$ cat config.mk
export PLATFORM = sky130hd
export DESIGN_NAME = bcd_field_counter_flat
export DESIGN_NICKNAME = d
export VERILOG_FILES = /design/src/rtl/bcd_field_counter_pkg.sv /design/src/rtl/bcd_field_counter_if.sv /design/src/rtl/bcd_field_counter_step.sv /design/src/rtl/bcd_field_counter.sv /design/src/flat_wrapper.sv
export SDC_FILE = /design/constraint.sdc
export NUM_CORES = 1
export LEC_CHECK = 0
export ABC_AREA = 1
export CORE_ASPECT_RATIO = 0.8
export CORE_MARGIN = 10
export CORE_UTILIZATION = 35
export CTS_BUF_LIST = sky130_fd_sc_hd__clkbuf_4
export CTS_CLUSTER_SIZE = 40
export DETAILED_ROUTE_END_ITERATION = 7
export PLACE_DENSITY_LB_ADDON = 0.08
export SETUP_SLACK_MARGIN = 0.2
export SLEW_MARGIN = 0
export SYNTH_ARGS = -nofsm -noshare
export SYNTH_HDL_FRONTEND = slang
export SYNTH_SLANG_ARGS = --single-unit
$ cat constraint.sdc
create_clock -name clk_1Hz -period 2.01 [get_ports clk_1Hz]
set_clock_uncertainty 0.15 [all_clocks]
set_input_delay 0.402 -clock clk_1Hz [delete_from_list [all_inputs] [get_ports clk_1Hz]]
set_output_delay 0.402 -clock clk_1Hz [all_outputs]
set_load 0.02 [all_outputs]
$ cat src/rtl/bcd_field_counter_pkg.sv
// Shared types, constants and helpers for the BCD field counter slice.
package bcd_field_counter_pkg;

  localparam int unsigned DIG_W    = 4;
  localparam int unsigned MAX_NDIG = 8;
  localparam logic [DIG_W-1:0] BCD_NINE = 4'd9;

  typedef enum logic {
    RPT_DELAY  = 1'b0,
    RPT_REPEAT = 1'b1
  } rpt_phase_e;

  // Binary integer to packed BCD, used for elaboration-time constants.
  function automatic logic [MAX_NDIG*DIG_W-1:0] to_bcd(input int unsigned bin);
    logic [MAX_NDIG*DIG_W-1:0] res;
    int unsigned               v;
    res = '0;
    v   = bin;
    for (int unsigned i = 0; i < MAX_NDIG; i++) begin
      res[DIG_W*i +: DIG_W] = DIG_W'(v % 10);
      v = v / 10;
    end
    return res;
  endfunction

endpackage

$ cat src/rtl/bcd_field_counter_if.sv
// Per-field bus: chain carry, edit buttons/mode, dynamic bound and field outputs.
interface bcd_field_counter_if #(
  parameter int unsigned NDIG = 2
);
  localparam int unsigned W = 4 * NDIG;

  logic         inc_in;
  logic         btn_up;
  logic         btn_down;
  logic [2:0]   mode;
  logic [W-1:0] max_in;
  logic [W-1:0] val;
  logic         carry_out;
  logic         edited;

  modport master (
    output inc_in, btn_up, btn_down, mode, max_in,
    input  val, carry_out, edited
  );

  modport slave (
    input  inc_in, btn_up, btn_down, mode, max_in,
    output val, carry_out, edited
  );
endinterface

$ cat src/rtl/bcd_field_counter_step.sv
// Combinational packed-BCD +/-1 (dir=0 up, dir=1 down), wrapping at the digit range.
module bcd_field_counter_step
  import bcd_field_counter_pkg::*;
#(
  parameter int unsigned NDIG = 2
) (
  input  logic                  dir,
  input  logic [DIG_W*NDIG-1:0] val_i,
  output logic [DIG_W*NDIG-1:0] res_c
);

  for (genvar i = 0; i < NDIG; i++) begin : g_dig
    logic             cin_c;
    logic [DIG_W-1:0] nib_c;

    // Carry/borrow into digit i: every lower digit is saturated (9 up, 0 down).
    always_comb begin
      cin_c = 1'b1;
      for (int unsigned j = 0; j < i; j++) begin
        cin_c = cin_c & (dir ? (val_i[DIG_W*j +: DIG_W] == '0)
                             : (val_i[DIG_W*j +: DIG_W] == BCD_NINE));
      end
      nib_c = val_i[DIG_W*i +: DIG_W];
      if (cin_c) begin
        if (dir) nib_c = (nib_c == '0) ? BCD_NINE : nib_c - DIG_W'(1);
        else     nib_c = (nib_c >= BCD_NINE) ? '0 : nib_c + DIG_W'(1);
      end
    end

    assign res_c[DIG_W*i +: DIG_W] = nib_c;
  end

endmodule

$ cat src/rtl/bcd_field_counter.sv
// One BCD time/date field: counts chain ticks, wraps with carry, and supports button editing.
module bcd_field_counter
  import bcd_field_counter_pkg::*;
#(
  parameter int unsigned NDIG       = 2,
  parameter int unsigned MIN_VAL    = 0,
  parameter int unsigned MAX_VAL    = 23,
  parameter bit          USE_MAX_IN = 1'b0,
  parameter logic [2:0]  MODE_ID    = 3'b010,
  parameter int unsigned RPT_DLY    = 2,
  parameter int unsigned RPT_RATE   = 1
) (
  input  logic clk_1Hz,
  input  logic rst_n,
  bcd_field_counter_if.slave bus
);

  localparam int unsigned W       = DIG_W * NDIG;
  localparam int unsigned RPT_MAX = (RPT_DLY + 1 > RPT_RATE) ? RPT_DLY + 1 : RPT_RATE;
  localparam int unsigned CNT_W   = $clog2(RPT_MAX + 1);
  localparam logic [W-1:0] MIN_BCD = W'(to_bcd(MIN_VAL));
  localparam logic [W-1:0] MAX_BCD = W'(to_bcd(MAX_VAL));

  logic [W-1:0]     val_q, val_d;
  logic             carry_q, carry_d;
  logic             edited_q, edited_d;
  logic [CNT_W-1:0] rpt_q, rpt_d, rpt_n, rpt_thr;
  rpt_phase_e       phase_q, phase_d;
  logic             up_hi_q, up_hi_d, dn_hi_q, dn_hi_d;
  logic             up_arm_q, up_arm_d, dn_arm_q, dn_arm_d;

  logic [W-1:0] eff_max, inc_val, dec_val;
  logic         edit, up_lo, dn_lo, up_edge, dn_edge, up_held, dn_held, step;

  bcd_field_counter_step #(.NDIG(NDIG)) u_inc (.dir(1'b0), .val_i(val_q), .res_c(inc_val));
  bcd_field_counter_step #(.NDIG(NDIG)) u_dec (.dir(1'b1), .val_i(val_q), .res_c(dec_val));

  assign eff_max = USE_MAX_IN ? bus.max_in : MAX_BCD;
  assign edit    = (~bus.mode == MODE_ID);
  assign up_lo   = ~bus.btn_up;
  assign dn_lo   = ~bus.btn_down;
  // A held button only acts once it has been seen released since reset.
  assign up_edge = up_lo & up_hi_q;
  assign dn_edge = dn_lo & dn_hi_q;
  assign up_held = up_lo & ~up_hi_q & up_arm_q;
  assign dn_held = dn_lo & ~dn_hi_q & dn_arm_q;
  assign rpt_thr = (phase_q == RPT_DELAY) ? CNT_W'(RPT_DLY + 1) : CNT_W'(RPT_RATE);

  always_comb begin
    val_d    = val_q;
    carry_d  = 1'b0;
    edited_d = 1'b0;
    rpt_d    = rpt_q;
    phase_d  = phase_q;
    up_hi_d  = bus.btn_up;
    dn_hi_d  = bus.btn_down;
    up_arm_d = up_arm_q | bus.btn_up;
    dn_arm_d = dn_arm_q | bus.btn_down;
    step     = 1'b0;
    rpt_n    = rpt_q + CNT_W'(1);

    // Step generation: press edge steps at once, a hold repeats after delay then at rate.
    if (!edit || (up_lo && dn_lo) || !(up_lo || dn_lo)) begin
      rpt_d   = '0;
      phase_d = RPT_DELAY;
    end else if (up_edge || dn_edge) begin
      step    = 1'b1;
      rpt_d   = '0;
      phase_d = RPT_DELAY;
    end else if (up_held || dn_held) begin
      if (rpt_n == rpt_thr) begin
        step    = 1'b1;
        rpt_d   = '0;
        phase_d = RPT_REPEAT;
      end else begin
        rpt_d = rpt_n;
      end
    end

    // Value update; a shrunken bound clamps before anything else.
    if (val_q > eff_max) begin
      val_d = eff_max;
    end else if (edit) begin
      if (step) begin
        edited_d = 1'b1;
        if (dn_lo) val_d = (val_q == MIN_BCD) ? eff_max : dec_val;
        else       val_d = (val_q == eff_max) ? MIN_BCD : inc_val;
      end
    end else if (bus.inc_in) begin
      if (val_q == eff_max) begin
        val_d   = MIN_BCD;
        carry_d = 1'b1;
      end else begin
        val_d = inc_val;
      end
    end
  end

  always_ff @(posedge clk_1Hz or negedge rst_n) begin
    if (!rst_n) begin
      val_q    <= MIN_BCD;
      carry_q  <= 1'b0;
      edited_q <= 1'b0;
      rpt_q    <= '0;
      phase_q  <= RPT_DELAY;
      up_hi_q  <= 1'b0;
      dn_hi_q  <= 1'b0;
      up_arm_q <= 1'b0;
      dn_arm_q <= 1'b0;
    end else begin
      val_q    <= val_d;
      carry_q  <= carry_d;
      edited_q <= edited_d;
      rpt_q    <= rpt_d;
      phase_q  <= phase_d;
      up_hi_q  <= up_hi_d;
      dn_hi_q  <= dn_hi_d;
      up_arm_q <= up_arm_d;
      dn_arm_q <= dn_arm_d;
    end
  end

  assign bus.val       = val_q;
  assign bus.carry_out = carry_q;
  assign bus.edited    = edited_q;

endmodule

$ cat src/flat_wrapper.sv
// flat-port wrapper written by rule: the top's interface ports become plain ports
module bcd_field_counter_flat import bcd_field_counter_pkg::*;
#(
  parameter int unsigned NDIG       = 2,
  parameter int unsigned MIN_VAL    = 0,
  parameter int unsigned MAX_VAL    = 23,
  parameter bit          USE_MAX_IN = 1'b0,
  parameter logic [2:0]  MODE_ID    = 3'b010,
  parameter int unsigned RPT_DLY    = 2,
  parameter int unsigned RPT_RATE   = 1
)
  (clk_1Hz, rst_n, bus_inc_in, bus_btn_up, bus_btn_down, bus_mode, bus_max_in, bus_val, bus_carry_out, bus_edited);
  bcd_field_counter_if #(.NDIG(NDIG)) bus_i ();
  input  logic clk_1Hz;
  input  logic rst_n;
  input wire logic [$bits(bus_i.inc_in)-1:0] bus_inc_in;
  input wire logic [$bits(bus_i.btn_up)-1:0] bus_btn_up;
  input wire logic [$bits(bus_i.btn_down)-1:0] bus_btn_down;
  input wire logic [$bits(bus_i.mode)-1:0] bus_mode;
  input wire logic [$bits(bus_i.max_in)-1:0] bus_max_in;
  output wire logic [$bits(bus_i.val)-1:0] bus_val;
  output wire logic [$bits(bus_i.carry_out)-1:0] bus_carry_out;
  output wire logic [$bits(bus_i.edited)-1:0] bus_edited;
  assign bus_i.inc_in = bus_inc_in;
  assign bus_i.btn_up = bus_btn_up;
  assign bus_i.btn_down = bus_btn_down;
  assign bus_i.mode = bus_mode;
  assign bus_i.max_in = bus_max_in;
  assign bus_val = bus_i.val;
  assign bus_carry_out = bus_i.carry_out;
  assign bus_edited = bus_i.edited;
  bcd_field_counter #(.NDIG(NDIG), .MIN_VAL(MIN_VAL), .MAX_VAL(MAX_VAL), .USE_MAX_IN(USE_MAX_IN), .MODE_ID(MODE_ID), .RPT_DLY(RPT_DLY), .RPT_RATE(RPT_RATE)) u_core (.clk_1Hz(clk_1Hz), .rst_n(rst_n), .bus(bus_i));
endmodule
==> results of run 1 <==
==> layout make-up <==
| class | instances | area, µm² | share of cell area |
|---|---|---|---|
| clock buffer | 4 | 30.0 | 0.0176 |
| tap | 42 | 52.6 | 0.0307 |
| inverter | 26 | 97.6 | 0.0571 |
| multi-input combinational | 138 | 795 | 0.465 |
| timing repair buffer | 36 | 305 | 0.178 |
| sequential | 17 | 430 | 0.252 |
==> worst paths after layout <==
kind,to,slack [ns],cells past startpoint
worst max-delay path,u_core.bus.val[4],0.23,10
worst min-delay path,u_core.rpt_q[1],0.27,2
worst max register to register,u_core.bus.val[4],0.23,10
worst min register to register,u_core.dn_arm_q,0.33,1
max in group asynchronous,u_core.bus.val[3],1.23,2
min in group clk_1Hz,u_core.up_hi_q,0.27,2
==> placed cells by master (no fill, tap or decap), drive strengths merged, types with 2 or more instances in the layout <==
cell type,n
a21oi,7
buf,19
clkbuf,4
clkdlybuf4s50,5
dfrtp,17
dlygate4sd2,10
dlymetal6s2s,2
ha,8
inv,26
nand2,50
nand3,22
nand3b,2
nand4,2
nor2,15
o21ai,23
o22ai,2
or2,2
xor2,2
==> power by group through the flow <==
stage / Sequential (mW) / Combinational [mW] / Clock, mW
floorplan: 0.590 / 0.780 / 0
global placement: 0.538 / 1.24 / 0
detailed placement: 0.539 / 1.25 / 0
CTS: 0.536 / 1.22 / 0.212
global route: 0.566 / 1.47 / 0.221
finish: 0.549 / 1.29 / 0.201
==> metrics by stage <==
| step | utilization | std cells | setup WS, ns |
|---|---|---|---|
| after global routing | 0.493 | 263 | 0.0819 |
| after CTS | 0.476 | 262 | 0.00579 |
| after floorplan | - | 182 | 0.229 |
| after detailed placement | 0.470 | 258 | -0.119 |
| after global placement | 0.470 | 258 | -0.0921 |
| final | 0.493 | 263 | 0.226 |
==> cell families (layout without fill, tap and decap cells) <==
family / Yosys count / after routing
DFF: 17 / 17
adders and majority gates: 8 / 8
xor gates and xnor gates: 3 / 3
AOI/OAI and AO/OA: 34 / 34
and+or+nand+nor: 93 / 93
buffers and inverters: 27 / 66
==> metal layers <==
layer,share of wire,vias up
met5,0,-
met1,0.48,585
met4,0,0
met2,0.44,27
li1,-,678
met3,0.083,0
==> worst reg2reg max path, cell delays in order, from the launching register on <==
cell and delay (ns):
dfrtp_1 0.41, inv_2 0.08, ha_1 0.17, nand2_1 0.05, inv_1 0.06, nand3_2 0.15
nand2_2 0.21, inv_1 0.14, a21oi_1 0.15, nand2_1 0.06, o21ai_1 0.08
==> registers in the layout, summed over array words and instances (netlist names) <==
signal	count
u_core.bus.carry_out	1
u_core.bus.edited	1
u_core.bus.val	8
u_core.dn_arm_q	1
u_core.dn_hi_q	1
u_core.phase_q	1
u_core.rpt_q	2
u_core.up_arm_q	1
u_core.up_hi_q	1
==> what timing repair did <==
| action | in CTS | in global routing |
|---|---|---|
| setup buffers | 0 | 1 |
| endpoints found under the setup margin | 11 | 9 |
| pin swaps | 0 | 3 |
| hold buffers | 0 | 0 |
| gates resized for setup | 13 | 17 |
==> impl_metrics.env, run 1 <==
export IMPL_arrival_ns=1.86
export IMPL_yosys_warnings=0
export IMPL_die_h_um=74.1
export IMPL_die_area_um2=6490
export IMPL_p_sw_mw=1.04
export IMPL_critPathKind="flip-flop to flip-flop"
export IMPL_ant_nets=0
export IMPL_use_met1=0.144
export IMPL_syn_area_um2=1280
export IMPL_synth_edf_count=0
export IMPL_tritoncts="built"
export IMPL_clock_latency_ns=0.29
export IMPL_max_freq_ghz=0.561
export IMPL_antenna_found_initial=0
export IMPL_synth_compound_area_share=0.144
export IMPL_synth_top_cell_by_area="dfrtp_1"
export IMPL_vias_per_cell=4.90
export IMPL_drt_initial_drc_count=102
export IMPL_swShare=0.510
export IMPL_fillers=348
export IMPL_rsz0062_at_grt="yes"
export IMPL_drcViolationCount=0
export IMPL_synth_xor_area_frac=0.0205
export IMPL_placed_cell_area_um2=1630
export IMPL_max_stage_delay_ns=0.41
export IMPL_p_int_mw=1.00
export IMPL_critical_path_slowest_cell="dfrtp_1"
export IMPL_avgSynthCellArea_um2=7.03
export IMPL_period_share=0.887
export IMPL_cellLeakagePower_nw=0.896
export IMPL_syn_to_final_growth_pct=33.6
export IMPL_final_hold_viol_count=0
export IMPL_gr_total_overflow=0
export IMPL_top_usage_layer="met2"
export IMPL_fp_row_count=19
export IMPL_tightest_slew_ns=0.271
export IMPL_synth_cell_types=24
export IMPL_p_clk_frac=0.098
export IMPL_end_kind="flip-flop"
export IMPL_outcome="finished clean"
export IMPL_place_gp_congestion=0.934
export IMPL_cp_max_fo=7
export IMPL_min_period_ns=1.78
export IMPL_ys_flop_type="dfrtp_1"
export IMPL_synth_most_common_cell="nand2_1"
export IMPL_cts_buffer_depth=2
export IMPL_path_cells="inv_2, ha_1, nand2_1, inv_1, nand3_2, nand2_2, inv_1, a21oi_1, nand2_1, o21ai_1"
export IMPL_worst_path_buf_inv=3
export IMPL_synth_mux_area_frac=0
export IMPL_port_buffer_count=17
export IMPL_cts_root_buf="clkbuf_4"
export IMPL_path_clk_slew_ns=0.10
export IMPL_design_area_um2=1710
export IMPL_core_um2=3470
export IMPL_grt_use_met3=0.0371
export IMPL_syn_inst=182
export IMPL_ir_drop_v=0.000664
export IMPL_dp_hpwl_mm=2.68
export IMPL_synth_simple_gate_area_share=0.343
export IMPL_routedWlPerCell_um=12.9
export IMPL_drv_slew=0
export IMPL_antenna_cells=0
export IMPL_dr_pass1_iters=4
export IMPL_synth_seq_cells=17
export IMPL_power_mw=2.04
export IMPL_comb_power_share=0.633
export IMPL_worstPathRequired_ns=2.08
export IMPL_hold_slack_ns=0.268
export IMPL_ys_async_sr_fraction=1.00
export IMPL_synth_nets=206
export IMPL_synth_top_cell_area_share=0.332
export IMPL_routed_wl_mm=3.40
export IMPL_synth_top_family_by_area="simple AND/OR/NAND/NOR gates"
export IMPL_hp_class="input port to async pin"
export IMPL_io_pins=26
export IMPL_cts_num_sinks=17
export IMPL_grt_util_met2=0.165
export IMPL_crit_family="simple AND/OR/NAND/NOR gates"
export IMPL_track_usage=0.107
export IMPL_cellPowerDensity_nw_per_um2=1190
export IMPL_power_frac_seq=0.269
export IMPL_grt_max_degree=18
export IMPL_maxCapViolations=0
export IMPL_grt_first_pass_wirelength_mm=5.80
export IMPL_tns_ns=0
export IMPL_cts_buffers_inserted=3
export IMPL_cp_start_kind="flip-flop"
export IMPL_synth_area_leaders="dfrtp_1 33%, nand2_1 12%, nand3_1 8.2%"
export IMPL_final_net_count=246
export IMPL_yosysSeqAreaShare=0.332
export IMPL_synthAdderAreaFrac=0.0782
export IMPL_start_util=0.369
export IMPL_grt_pass1_vias=1271
export IMPL_die_w_um=87.6
export IMPL_setup_viol=0
export IMPL_synth_commonest_cells="42 x nand2_1, 21 x inv_1, 21 x nand3_1"
export IMPL_crit_start="u_core.bus.val[4]"
export IMPL_relSlewSlack=0.819
export IMPL_num_vias=1290
export IMPL_cts_htree_levels=1
export IMPL_drive_above_1_share=0.267
export IMPL_r2r_start="u_core.bus.val[4]"
(Power assumes the default switching activity.)
==> run 2, diff against run 1 <==
Settings changed: CORE_UTILIZATION 35 to 47.
==> run 2 against run 1 <==
Effect of this change: first-iteration DRC count is 22% higher; sequential power is 2% higher; die area is 20% lower; global-route usage is 1.5 points higher; sequential share of layout area is 0.84 points lower; sequential cell count stayed put; non-clock buffer count stayed put; largest power group unchanged.
==> impl_metrics.env, run 2 (synthesis gave the netlist of run 1 again) <==
export IMPL_arrival_ns=1.84
export IMPL_routed_wl_mm=3.25
export IMPL_dp_hpwl_mm=2.50
export IMPL_crit_end="u_core.bus.val[4]"
export IMPL_grt_pass1_vias=1143
export IMPL_fillers=216
export IMPL_crit_start="u_core.bus.val[0]"
export IMPL_track_usage=0.121
export IMPL_p_int_mw=1.04
export IMPL_die_h_um=66.7
export IMPL_relSlewSlack=0.792
export IMPL_die_w_um=78.3
export IMPL_drive_above_1_share=0.285
export IMPL_comb_power_share=0.641
export IMPL_port_buffer_count=17
export IMPL_die_area_um2=5220
export IMPL_fp_row_count=16
export IMPL_place_gp_congestion=0.936
export IMPL_tns_ns=0
export IMPL_antenna_cells=0
export IMPL_rsz0062_at_grt="yes"
export IMPL_cts_htree_levels=1
export IMPL_final_common_cell="nand2_1"
export IMPL_swShare=0.509
export IMPL_grt_max_degree=18
export IMPL_path_clk_slew_ns=0.09
export IMPL_worstPathRequired_ns=2.09
export IMPL_cp_start_kind="flip-flop"
export IMPL_cts_root_buf="clkbuf_4"
export IMPL_r2r_cells=10
export IMPL_period_share=0.879
export IMPL_clock_latency_ns=0.30
export IMPL_min_period_ns=1.77
export IMPL_layout_cells_non_filler=257
export IMPL_setup_viol=0
export IMPL_cts_buffers_inserted=3
export IMPL_ant_nets=0
export IMPL_cp_max_fo=6
export IMPL_r2r_start="u_core.bus.val[0]"
export IMPL_gr_total_overflow=0
export IMPL_tritoncts="built"
export IMPL_num_vias=1325
export IMPL_start_util=0.507
export IMPL_dp_cells=250
export IMPL_final_hold_viol_count=0
export IMPL_antenna_found_initial=0
export IMPL_cellLeakagePower_nw=0.940
export IMPL_dr_pass1_iters=4
export IMPL_power_frac_seq=0.266
export IMPL_rrSetupSlack_ns=0.24
export IMPL_syn_to_final_growth_pct=37.8
export IMPL_vias_per_cell=5.16
export IMPL_hp_class="input port to flip-flop"
export IMPL_cellPowerDensity_nw_per_um2=1200
export IMPL_grt_first_pass_wirelength_mm=5.24
export IMPL_core_um2=2520
export IMPL_p_clk_frac=0.093
export IMPL_tightest_slew_ns=0.312
export IMPL_ir_drop_v=0.000659
export IMPL_final_cell_mix="42 x nand2_1, 18 x buf_4, 17 x inv_1, 17 x nand3_1, 14 x dfrtp_1"
export IMPL_cts_num_sinks=17
export IMPL_routedWlPerCell_um=12.6
export IMPL_critPathKind="flip-flop to flip-flop"
export IMPL_largest_register_ffs=8
export IMPL_end_kind="flip-flop"
export IMPL_r2r_end="u_core.bus.val[4]"
export IMPL_drv_slew=0
export IMPL_holdBufCountCts=0
export IMPL_hold_slack_ns=0.185
export IMPL_max_freq_ghz=0.566
export IMPL_drcViolationCount=0
export IMPL_p_sw_mw=1.08
export IMPL_maxCapViolations=0
export IMPL_cts_buffer_depth=2
export IMPL_drt_initial_drc_count=124
export IMPL_final_net_count=246
export IMPL_outcome="finished clean"
export IMPL_io_pins=26
-- run 2: layout make-up --
type                            instances  area, µm²  area share
Multi-Input combinational cell        138        840       0.476
Timing Repair Buffer                   36        320       0.182
Inverter                               26        100      0.0567
Clock buffer                            4       30.0      0.0170
Tap cell                               36       45.0      0.0255
Sequential cell                        17        429       0.243
-- run 2: power by group through the flow --
stage	clock (mW)	sequential (mW)	combinational (mW)
4_1_cts	0.203	0.547	1.21
3_3_place_gp	0	0.549	1.21
6_report	0.197	0.562	1.36
5_1_grt	0.219	0.577	1.52
3_5_place_dp	0	0.557	1.22
2_1_floorplan	0	0.590	0.780
-- run 2: timing repair --
item                       in CTS  in global routing
pin swaps                       0                  7
resized for setup               9                 31
gates cloned                    0                  0
setup endpoints to repair      16                 12
buffers inserted                1                  2
hold endpoints to repair        0                  0
-- run 2: how the worst min path moves through the flow --
| stage | slack [ns] | depth (start not counted) | startpoint | endpoint |
|---|---|---|---|---|
| 3_5_place_dp | 0.30 | 1 | u_core.dn_arm_q | u_core.dn_arm_q |
| 6_report | 0.18 | 1 | bus_btn_down | u_core.dn_hi_q |
| 4_1_cts | 0.27 | 2 | rst_n | u_core.rpt_q[1] |
| 3_3_place_gp | 0.31 | 1 | u_core.dn_arm_q | u_core.dn_arm_q |
| 5_1_grt | 0.18 | 1 | bus_btn_down | u_core.dn_hi_q |
| 2_1_floorplan | -0.04 | 0 | rst_n | u_core.bus.carry_out |
-- run 2: metal layers --
layer	GRT usage	up-vias	routed length, µm	part of all wire
met5	0	-	0	0
met1	0.159	603	1540	0.47
met4	0.0313	0	21	0.0065
met3	0.0416	3	209	0.064
met2	0.185	39	1480	0.45
li1	-	680	-	-
-- run 2: worst max-delay path: stages, from the launching register on --
cell and delay (ns):
dfrtp_2 0.45, ha_1 0.25, nand2_1 0.08, inv_1 0.06, nand3_4 0.11, nand2_1 0.11, nor2_4 0.13, nand3_2 0.09
a21oi_2 0.13, nand2_1 0.06, o21ai_1 0.07
-- run 2: through the flow --
step	util	instance area (µm²)	total power [mW]	worst slack (ns)
global placement	0.637	1610	1.76	-0.0810
detailed placement	0.637	1610	1.78	-0.108
finish	0.699	1760	2.11	0.243
floorplan	-	1280	1.37	0.229
CTS	0.650	1640	1.96	0.00489
global route	0.699	1760	2.31	0.160
